--- src/rtl/nibble_serial_adder.sv ---
// rtl/nibble_serial_adder.sv - nibble-serial adder with carry-lookahead slice (optional subtract: NIBBLE_SERIAL_ADDER_SUB_EN)

// One 4-bit carry-lookahead slice; c3 is the carry into bit 3 (for overflow).
module nibble_cla (
  input  logic [3:0] a,
  input  logic [3:0] b,
  input  logic       ci,
  output logic [3:0] s,
  output logic       c3,
  output logic       co
);

  logic [3:0] g;
  logic [3:0] p;
  logic [4:0] c;

  // Generate/propagate terms and fully expanded lookahead carries
  always_comb begin
    g    = a & b;
    p    = a | b;
    c[0] = ci;
    c[1] = g[0] | (p[0] & ci);
    c[2] = g[1] | (p[1] & g[0]) | (p[1] & p[0] & ci);
    c[3] = g[2] | (p[2] & g[1]) | (p[2] & p[1] & g[0]) | (p[2] & p[1] & p[0] & ci);
    c[4] = g[3] | (p[3] & g[2]) | (p[3] & p[2] & g[1]) | (p[3] & p[2] & p[1] & g[0])
         | (p[3] & p[2] & p[1] & p[0] & ci);
    s    = a ^ b ^ c[3:0];
    c3   = c[3];
    co   = c[4];
  end

endmodule

// Top: captures operands on start, then produces one result nibble per cycle.
module nibble_serial_adder #(
  parameter int WIDTH = 16
) (
  input  logic             clk,
  input  logic             rst,
  input  logic             start,
  input  logic [WIDTH-1:0] a,
  input  logic [WIDTH-1:0] b,
  input  logic             sub,
  output logic             busy,
  output logic             done,
  output logic [WIDTH-1:0] sum,
  output logic             cout,
  output logic             ovf
);

  localparam int NIB   = WIDTH / 4;
  localparam int IDX_W = (NIB > 1) ? $clog2(NIB) : 1;
  localparam logic [IDX_W-1:0] LAST_IDX = IDX_W'(NIB - 1);

  typedef enum logic [1:0] {
    IDLE,
    ADD,
    DONE
  } state_t;

  state_t           state;
  logic [WIDTH-1:0] a_q;
  logic [WIDTH-1:0] b_q;
  logic [IDX_W-1:0] idx;
  logic             carry_q;

  logic [WIDTH-1:0] b_in;
  logic             cin0;
  logic [3:0]       a_nib;
  logic [3:0]       b_nib;
  logic [3:0]       s_nib;
  logic             c3_nib;
  logic             co_nib;

`ifdef NIBBLE_SERIAL_ADDER_SUB_EN
  // Subtract as a + ~b + 1: invert B at capture and seed the carry chain with 1
  assign b_in = sub ? ~b : b;
  assign cin0 = sub;
`else
  // Add-only build: sub has no effect
  wire unused_sub = sub;
  assign b_in = b;
  assign cin0 = 1'b0;
`endif

  assign a_nib = a_q[{idx, 2'b00} +: 4];
  assign b_nib = b_q[{idx, 2'b00} +: 4];

  nibble_cla u_cla (
    .a  (a_nib),
    .b  (b_nib),
    .ci (carry_q),
    .s  (s_nib),
    .c3 (c3_nib),
    .co (co_nib)
  );

  // Control FSM with registered status outputs and the nibble datapath
  always_ff @(posedge clk) begin
    if (rst) begin
      state   <= IDLE;
      a_q     <= '0;
      b_q     <= '0;
      idx     <= '0;
      carry_q <= 1'b0;
      sum     <= '0;
      busy    <= 1'b0;
      done    <= 1'b0;
      cout    <= 1'b0;
      ovf     <= 1'b0;
    end else begin
      case (state)
        IDLE: begin
          done <= 1'b0;
          if (start) begin
            a_q     <= a;
            b_q     <= b_in;
            carry_q <= cin0;
            idx     <= '0;
            sum     <= '0;
            busy    <= 1'b1;
            state   <= ADD;
          end
        end
        ADD: begin
          sum[{idx, 2'b00} +: 4] <= s_nib;
          carry_q <= co_nib;
          idx     <= idx + 1'b1;
          if (idx == LAST_IDX) begin
            // Top carry only reaches cout; the sum wraps modulo 2^WIDTH
            cout  <= co_nib;
            ovf   <= c3_nib ^ co_nib;
            idx   <= '0;
            busy  <= 1'b0;
            done  <= 1'b1;
            state <= DONE;
          end
        end
        DONE: begin
          done  <= 1'b0;
          state <= IDLE;
        end
        default: begin
          busy  <= 1'b0;
          done  <= 1'b0;
          state <= IDLE;
        end
      endcase
    end
  end

endmodule

--- config.mk ---
export PLATFORM = sky130hd
export DESIGN_NAME = nibble_serial_adder
export DESIGN_NICKNAME = d
export VERILOG_FILES = /design/src/rtl/nibble_serial_adder.sv
export SDC_FILE = /design/constraint.sdc
export NUM_CORES = 1
export LEC_CHECK = 0
export BUFFER_PORTS_ARGS = -buffer_cell sky130_fd_sc_hd__buf_4
export CORE_MARGIN = 4
export CORE_UTILIZATION = 35
export DETAILED_ROUTE_END_ITERATION = 10
export PLACE_DENSITY_LB_ADDON = 0.3
export SLEW_MARGIN = 5
export SYNTH_ARGS = -nofsm -noshare
export SYNTH_HDL_FRONTEND = slang
export SYNTH_SLANG_ARGS = --single-unit
--- constraint.sdc ---
create_clock -name clk -period 4.03 [get_ports clk]
set_input_delay 0.806 -clock clk [delete_from_list [all_inputs] [get_ports clk]]
set_output_delay 0.806 -clock clk [all_outputs]
set_load 0.005 [all_outputs]
[Word level (Yosys, flattened, before mapping)]
Index checks and enable logic that the tools add are counted.
Storage, ports and cells
  output and inout bits: 20
  logic and storage cells: 76
  register bits after elaboration: 57
  input port bits: 36
Operators by class
  muxes and demuxes: 14
  equal/unequal tests: 5
  reductions and logical operators: 8
  bitwise operators: 33
  add/sub/neg operators: 2
  shifts and indexed selects: 4
Operators by type and width (number)
  $pmux 16 s2: 1
  $shiftx 16x5->4: 2
  $and 1x1->1: 16
  $bwmux 16: 1
  $mux 16: 1
  $shift 4x6->16 const A: 1
  $shiftx 4x6->16: 1
  $or 1x1->1: 10
  $mux 2: 4
  $pmux 2 s2: 2
  $reduce_and 2->1: 4
  $xor 4x4->4: 2
  $neg 4->6: 1
  $and 4x4->4: 1
  $eq 2x2->1 const B: 2
  $ne 2x2->1 const B: 2
  $or 4x4->4: 1
  $mux 1: 3
  $pmux 1 s3: 1
  $reduce_and 3->1: 1
  $add 2x1->2 const B: 1
  $eq 2x1->1 const B: 1
  $logic_not 2->1: 1
  $not 1->1: 2
  4 further kinds: 4

[Depth between registers and ports, before layout]
Gate-level depths: netlist of the first run.
  depth in word-level cells: 10
  gate-level depth with buffers: 9
  mapped depth without buffers: 8

[Modules after synthesis]
From an unflattened synthesis of the first run, not the netlist that was laid out.
Unflattened totals
  cells, all modules: 290
  area, all modules: 2726.4 µm²
By module, submodules not included
  nibble_serial_adder: times used 1, sequential area each 1141.1 µm², cells each 251, area an instance 2417.3 µm²
  nibble_cla: times used 1, sequential area each 0.0 µm², cells each 39, area an instance 309.0 µm²

[Least setup slack after synthesis of the first run]
OpenSTA, ideal clock, no wires.
  path type: register to register
  from: register idx[0]
  to: register sum[11]
  setup slack: 1.491 ns
  arrival: 2.418 ns
  stages on the path, launching flop included: 10
  period minus slack after synthesis: 2.539 ns
  library setup time: 0.121 ns
  path through: dfxtp_1 buf_2 mux4_2 inv_1 ha_1 nor2b_4 or3_4 a31oi_4 xor2_2 o21ai_1
Between the ends
  longest elaborated chain between the ends: 10
  elaborated cells on any way between the ends: 26
RTL lines
  start, declared: RTL line 64  | logic [IDX_W-1:0] idx;
  start signal, assigned: RTL line 128  | idx <= idx + 1'b1;
  $shiftx 16x5->4 (on tied branches): RTL line 86, 87
  $or 4x4->4 / $and 4x4->4 (equally long branches): RTL line 20, 19
  $and 1x1->1: RTL line 24  | c[3] = g[2] | (p[2] & g[1]) | (p[2] & p[1] & g[0]) | (p[2] & p[1] & p[0] & ci);
  $or 1x1->1 / $and 1x1->1 (equally long branches) (2 in series): RTL line 24
  $or 1x1->1: RTL line 24
  $xor 4x4->4: RTL line 27  | s = a ^ b ^ c[3:0];
  $shiftx 4x6->16: RTL line 126  | sum[{idx, 2'b00} +: 4] <= s_nib;
  $bwmux 16 *: RTL line 126
  $pmux 16 s2 *: RTL line 112  | case (state)
  end signal, assigned by index: RTL line 126
  end, declared: RTL line 46  | output logic [WIDTH-1:0] sum,
Mark *: on every way between the ends. The rest lies on a longest branch, timed or not.
A chain may end at the register's enable or synchronous reset.

[Worst setup path after layout of the first run]
  from: register idx[0]
  to: register sum[15]
Same word-level chain as after synthesis.

==> flow_metrics.env, run 1 <==
export IMPL_initial_core_util=0.3615
export IMPL_wirelength_met1_um=2642
export IMPL_crit_family="multiplexers"
export IMPL_crit_type="reg -> reg"
export IMPL_finalCriticalPeriod_ns=2.569
export IMPL_async_flop_share=0
export IMPL_dp_final_hpwl_um=4048
export IMPL_std_cell_rows=31
export IMPL_rsz0062_at_grt="false"
export IMPL_io_pins=56
export IMPL_io_buffers=54
export IMPL_ctsHoldBuffers=0
export IMPL_cp_end_kind="flop"
export IMPL_final_cell_count_no_fill=449
export IMPL_syn2layout_area_growth_pct=23.59
export IMPL_via_per_inst=4.777
export IMPL_multi_input_area_um2=1360
export IMPL_cap_violations=0
export IMPL_slew_violations=0
export IMPL_cts_buffer_depth=2
export IMPL_ys_top_cells_by_area="dfxtp_1 43%, nand2_1 10%, a21oi_1 7.0%, mux4_2 6.8%, ha_1 6.2%"
export IMPL_finalWeightedCongestion=0.7801
export IMPL_yosysTopAreaCellShare=0.4328
export IMPL_critPathSlowestCell="mux4_2"
export IMPL_clock_root_buffer="clkbuf_8"
export IMPL_finalNetCount=395
export IMPL_yosysWarnings=0
export IMPL_path_max_fanout=6
export IMPL_die_x_um=94.79
export IMPL_routed_wl_met2_um=2656
export IMPL_vias=2145
export IMPL_arrival_ns=2.78
export IMPL_outcome="completed"
export IMPL_insertedDiodeCount=0
export IMPL_drive_above_1_share=0.2486
export IMPL_post_cts_setup_buffer_count=0
export IMPL_postSynthCellCount=296
export IMPL_avgRoutedWirePerCell_um=12.80
export IMPL_clk_latency_ns=0.33
export IMPL_die_area_um2=8985
export IMPL_tns_ns=0
export IMPL_startpoint_type="flop"
export IMPL_max_freq_mhz=389.2
export IMPL_drc=0
export IMPL_p_leak_nw=1.318
export IMPL_synthDistinctLibCells=39
export IMPL_highest_layer="met4"
export IMPL_synth_main_ff_cell="dfxtp_1"
export IMPL_synth_top_area_cell="dfxtp_1"
export IMPL_seq_area_um2=1141
export IMPL_path_cells="mux4_2 -> inv_1 -> ha_1 -> nor2b_4 -> or3_4 -> a31oi_4 -> xor2_2 -> o21ai_1"
export IMPL_grt_max_degree=62
export IMPL_required_ns=4.24
export IMPL_synth_common_cells="72 x nand2_1, 57 x dfxtp_1, 37 x a21oi_1"
export IMPL_ir_drop_v=0.0002718
export IMPL_antenna_found_initial=0
export IMPL_ys_ff_latch=57
export IMPL_dieHeight_um=94.79
export IMPL_cpPeakStageDelay_ns=0.63
export IMPL_finalSetupViolations=0
export IMPL_cts_tree="built"
export IMPL_first_iter_violations=106
export IMPL_cts_buffers=9
export IMPL_tightest_slew_ns=1.213
export IMPL_synth_most_common_cell="nand2_1"
export IMPL_overflow=0
export IMPL_clkSlewWorstSetupHoldPaths_ns=0.06
export IMPL_synth_area_per_cell_um2=8.906
export IMPL_cts_sinks=57
export IMPL_power_density_nw_per_um2=380.8
export IMPL_drt_pre_antenna_iters=4
export IMPL_cts_resized_gates=0
export IMPL_routed_wl_um=5745
export IMPL_drtAntennaViolNets=0
export IMPL_fillers=788
export IMPL_syn_area_um2=2636
export IMPL_cts_htree_levels=3
export IMPL_grt_usage=0.1410
export IMPL_hold_viol=0
export IMPL_coreArea_um2=7292
export IMPL_finClkSkew_ns=0.006512
export IMPL_post_place_cells=433
export IMPL_route_met3_wl_um=384
export IMPL_synth_nets=346
export IMPL_seq_area_frac_synth=0.4328
export IMPL_grt_pass1_wl_um=9887
export IMPL_grt_pass1_vias=2090
export IMPL_worst_path_buf_inv=1
export IMPL_synth_edf_count=0
export IMPL_post_route_period_util=0.6376
export IMPL_slew_headroom=0.1908
export IMPL_hold_path_class="reg -> reg"
path summary, 6_finish.rpt:
check,from,endpoint,slack (ns),cells after the start
min reg2reg,a_q[12]$_SDFFE_PP0P_,a_q[12]$_SDFFE_PP0P_,0.45,2
min,a_q[12]$_SDFFE_PP0P_,a_q[12]$_SDFFE_PP0P_,0.45,2
max,idx[0]$_SDFFE_PP0P_,sum[15]$_SDFFE_PP0P_,1.46,8
max reg2reg,idx[0]$_SDFFE_PP0P_,sum[15]$_SDFFE_PP0P_,1.46,8
cell families (layout without fill, tap and decap cells):
family	Yosys count	count (layout)	synth area share
fa+ha+maj	14	14	0.06929
compound gates	66	66	0.1561
xor+xnor	3	3	0.01282
buf+inv	29	83	0.05220
mux	8	8	0.06834
simple gates	119	119	0.2084
flops	57	57	0.4328
registers in the layout, summed over array words and instances, names as in the netlist:
signal   flops
ovf          1
state        2
busy         1
sum         16
carry_q      1
a_q         16
b_q         16
idx          2
cout         1
done         1
layout make-up:
class | count | share of cell area
repair buffers | 55 | 0.1267
well taps | 99 | 0.03802
flip-flops and latches | 57 | 0.3502
inverters | 12 | 0.01382
clock buffers | 14 | 0.04992
multi-input cells | 210 | 0.4174
clock inverters | 2 | 0.003840
stage by stage:
step | area (um2) | hold WS, ns | util | setup slack, ns | power [mW]
floorplan | 2636 | 0.4308 | - | 1.491 | 0.7281
global placement | 3083 | 0.4397 | 0.4228 | 1.437 | 0.7794
detailed placement | 3083 | 0.4435 | 0.4228 | 1.439 | 0.7841
CTS | 3258 | 0.4525 | 0.4468 | 1.425 | 1.257
global route | 3258 | 0.4733 | 0.4468 | 1.282 | 1.309
finish | 3258 | 0.4515 | 0.4468 | 1.461 | 1.241
worst min-delay path, cell delays in order (launching register included):
cell and delay [ns]:
dfxtp_1 0.31, nand2_1 0.05, a21oi_1 0.05
cell usage in the layout (no fill, tap or decap), types with 2 or more instances in the layout:
master / n
nand2_1: 72
dfxtp_1: 57
buf_4: 55
a21oi_1: 37
nor2_1: 19
a22oi_1: 13
ha_1: 13
inv_1: 12
clkbuf_8: 11
mux4_2: 8
nand2b_1: 8
a21o_1: 4
nor3_1: 4
nand3b_1: 4
o21ai_1: 4
clkbuf_1: 3
a211oi_1: 2
layer usage:
| metal | vias to the layer above | global-route usage |
|---|---|---|
| li1 | 1092 | - |
| met1 | 996 | 0.1727 |
| met2 | 51 | 0.2261 |
| met3 | 6 | 0.05976 |
| met4 | 0 | 0.04087 |
| met5 | - | 0 |
power breakdown:
| part | total [mW] | switching (mW) | internal, mW | leakage [nW] |
|---|---|---|---|---|
| logic | 0.166 | 0.0902 | 0.0756 | 0.766 |
| registers | 0.604 | 0.0167 | 0.588 | 0.465 |
| clock network | 0.470 | 0.214 | 0.256 | 0.0867 |
| total | 1.24 | 0.321 | 0.920 | 1.32 |
(Power assumes the default switching activity.)
==> run 2: changes to the inputs <==
- ABC_AREA: default -> 1
- clock period: 4.03 -> 2.36 ns (I/O delays scaled with it)
==> flow_metrics.env, run 2 <==
export IMPL_fillers=803
export IMPL_rsz0062_at_grt="false"
export IMPL_outcome="completed"
export IMPL_finClkSkew_ns=0.004562
export IMPL_startpoint_type="flop"
export IMPL_layout_commonest_cell="nor2_1"
export IMPL_io_pins=56
export IMPL_combPwrFrac=0.193
export IMPL_setup_worst_path_start="idx[1]$_SDFFE_PP0P_"
export IMPL_std_cell_rows=32
export IMPL_ff2ff_setup_slack_ns=0.18
export IMPL_slew_headroom=0.6338
export IMPL_cap_violations=0
export IMPL_synth_most_common_cell="nor2_1"
export IMPL_hold_path_class="in -> reg"
export IMPL_synth_area_per_cell_um2=7.713
export IMPL_via_per_inst=4.649
export IMPL_arrival_ns=2.46
export IMPL_tightest_slew_ns=0.5485
export IMPL_seq_area_um2=1142
export IMPL_overflow=0
export IMPL_slew_violations=0
export IMPL_path_max_fanout=9
export IMPL_cpPeakStageDelay_ns=0.44
export IMPL_ys_top_cells_by_area="dfxtp_1 41%, nor2_1 10%, nand2_1 7.9%, o21ai_0 6.0%, ha_1 5.9%"
export IMPL_final_area_um2=3441
export IMPL_yosysWarnings=0
export IMPL_ir_drop_v=0.0004015
export IMPL_grt_busiest_layer="met2"
export IMPL_synth_top_area_cell="dfxtp_1"
export IMPL_cts_buffer_depth=2
export IMPL_ctsHoldBuffers=0
export IMPL_syn_area_um2=2761
export IMPL_cp_depth=10
export IMPL_clock_root_buffer="clkbuf_8"
export IMPL_fin_util=0.4476
export IMPL_setup_ws_ns=0.1766
export IMPL_dieHeight_um=96.83
export IMPL_hold_viol=0
export IMPL_reg_largest_list="a_q: 16 flops, b_q: 16 flops, sum: 16 flops"
export IMPL_grt_pass1_vias=2142
export IMPL_grt_max_degree=38
export IMPL_insertedDiodeCount=0
export IMPL_drt_pre_antenna_iters=4
export IMPL_cts_buffers=9
export IMPL_dp_slack_ns=0.1002
export IMPL_crit_end="sum[5]$_SDFFE_PP0P_"
export IMPL_synth_edf_count=0
export IMPL_avgRoutedWirePerCell_um=11.55
export IMPL_p_seq_frac=0.454
export IMPL_initial_core_util=0.3592
export IMPL_placed_area_um2=3243
export IMPL_dp_final_hpwl_um=4509
export IMPL_die_area_um2=9375
export IMPL_r2r_start="idx[1]$_SDFFE_PP0P_"
export IMPL_async_flop_share=0
export IMPL_multi_input_area_um2=1406
export IMPL_cp_end_kind="flop"
export IMPL_post_route_period_util=0.9252
export IMPL_clk_latency_ns=0.34
export IMPL_first_iter_violations=93
export IMPL_postSynthCellCount=358
export IMPL_drive_above_1_share=0.2854
export IMPL_finalWeightedCongestion=0.8955
export IMPL_finalSetupViolations=0
export IMPL_p_leak_nw=1.475
export IMPL_r2r_end="sum[5]$_SDFFE_PP0P_"
export IMPL_total_power_mw=2.322
export IMPL_coreArea_um2=7687
export IMPL_die_x_um=96.83
export IMPL_drc=0
export IMPL_path_cells="clkinv_1 -> buf_4 -> a21oi_1 -> a32oi_2 -> fa_1 -> xor2_1 -> nand2_1 -> nor2_2 -> a22oi_1 -> nor2_1"
export IMPL_p_clk_frac=0.353
export IMPL_syn2layout_area_growth_pct=24.60
export IMPL_intPower_mw=1.655
export IMPL_p_sw_uw=667.2
export IMPL_grt_usage=0.1303
export IMPL_final_cell_count_no_fill=519
export IMPL_grt_pass1_wl_um=9901
export IMPL_vias=2413
export IMPL_yosysTopAreaCellShare=0.4132
export IMPL_crit_type="reg -> reg"
export IMPL_routed_wl_um=5994
export IMPL_post_place_cells=504
export IMPL_synth_nets=408
export IMPL_synthDistinctLibCells=30
export IMPL_synth_main_ff_cell="dfxtp_1"
export IMPL_r2r_cells=10
export IMPL_io_buffers=54
export IMPL_seq_area_frac_synth=0.4132
export IMPL_synth_common_cells="74 x nor2_1, 58 x nand2_1, 57 x dfxtp_1"
export IMPL_cts_sinks=57
export IMPL_drtAntennaViolNets=0
export IMPL_p_sw_frac=0.2873
export IMPL_cts_tree="built"
export IMPL_cts_htree_levels=3
export IMPL_tns_ns=0
export IMPL_finalNetCount=463
export IMPL_grt_use_met2=0.2038
export IMPL_max_freq_mhz=458.0
export IMPL_power_density_nw_per_um2=674.8
export IMPL_critPathSlowestCell="fa_1"
export IMPL_crit_family="adder cells"
export IMPL_gr_usage_met1=0.1594
export IMPL_cts_resized_gates=0
export IMPL_worst_path_buf_inv=2
export IMPL_hold_worst_slack_ns=0.3703
export IMPL_ys_ff_latch=57
export IMPL_required_ns=2.64
export IMPL_clkSlewWorstSetupHoldPaths_ns=0.06
export IMPL_finalCriticalPeriod_ns=2.183
export IMPL_met3_usage=0.06345
export IMPL_antenna_found_initial=0
export IMPL_final_cell_mix="74 x nor2_1, 61 x buf_4, 57 x nand2_1, 56 x dfxtp_1, 33 x o21ai_0"
export IMPL_post_cts_setup_buffer_count=0
==> run 2: cell types whose count changed in the layout (fill, tap and decap cells not counted), sizes merged, moves of 8 or more <==
cell    previous run  this run
o21ai              5        40
nand2             72        60
nor2              20        79
nand2b             8         0
a32oi              0         8
nand3              1        10
a22oi             13         2
a21oi             37        29
mux4               8         0
inv               12        28
==> run 2: logic make-up (layout without fill, tap and decap cells) <==
group                    after synthesis  in the layout  share of synthesized area
XOR/XNOR                               2              2                   0.006345
flip-flops                            57             57                     0.4132
AO/OA/AOI/OAI                         81             81                     0.1903
adder cells (fa/ha/maj)               14             14                    0.06615
AND/OR/NAND/NOR                      156            156                     0.2429
buffers and inverters                 48            107                    0.08110
==> run 2: routing by layer <==
layer  share of wire  vias up
met3           0.067        6
met5               0        -
met2            0.45       60
met4           0.010        0
met1            0.47     1072
li1                -     1275
==> run 2: area by class of cell <==
type	count	share of cell area
multi-input cells	253	0.4087
clock buffers	12	0.04800
flip-flops and latches	57	0.3320
clock inverters	3	0.004364
well taps	102	0.03709
repair buffers	62	0.1364
inverters	30	0.03345
==> run 2: worst min path at each step <==
stage / to / cells after the start / start
floorplan: busy$_SDFFE_PP0P_ / 1 / state[0]$_SDFFE_PP0P_
global placement: sum[11]$_SDFFE_PP0P_ / 2 / sum[11]$_SDFFE_PP0P_
detailed placement: sum[1]$_SDFFE_PP0P_ / 2 / sum[1]$_SDFFE_PP0P_
CTS: b_q[4]$_SDFFE_PP0P_ / 3 / b[4]
global route: a_q[9]$_SDFFE_PP0P_ / 3 / a[9]
finish: b_q[4]$_SDFFE_PP0P_ / 3 / b[4]
==> run 2: worst reg2reg max path, stage by stage, from the launching register on <==
cell      delay (ns)
dfxtp_1         0.38
clkinv_1        0.10
buf_4           0.19
a21oi_1         0.15
a32oi_2         0.13
fa_1            0.45
xor2_1          0.32
nand2_1         0.11
nor2_2          0.13
a22oi_1         0.08
nor2_1          0.08
==> run 2: power groups by stage <==
stage | clock network (mW) | registers [mW] | logic (mW)
6_report | 0.820 | 1.05 | 0.448
5_1_grt | 0.889 | 1.06 | 0.510
4_1_cts | 0.848 | 1.05 | 0.445
3_5_place_dp | 0 | 1.07 | 0.443
3_3_place_gp | 0 | 1.07 | 0.436
2_1_floorplan | 0 | 1.07 | 0.323
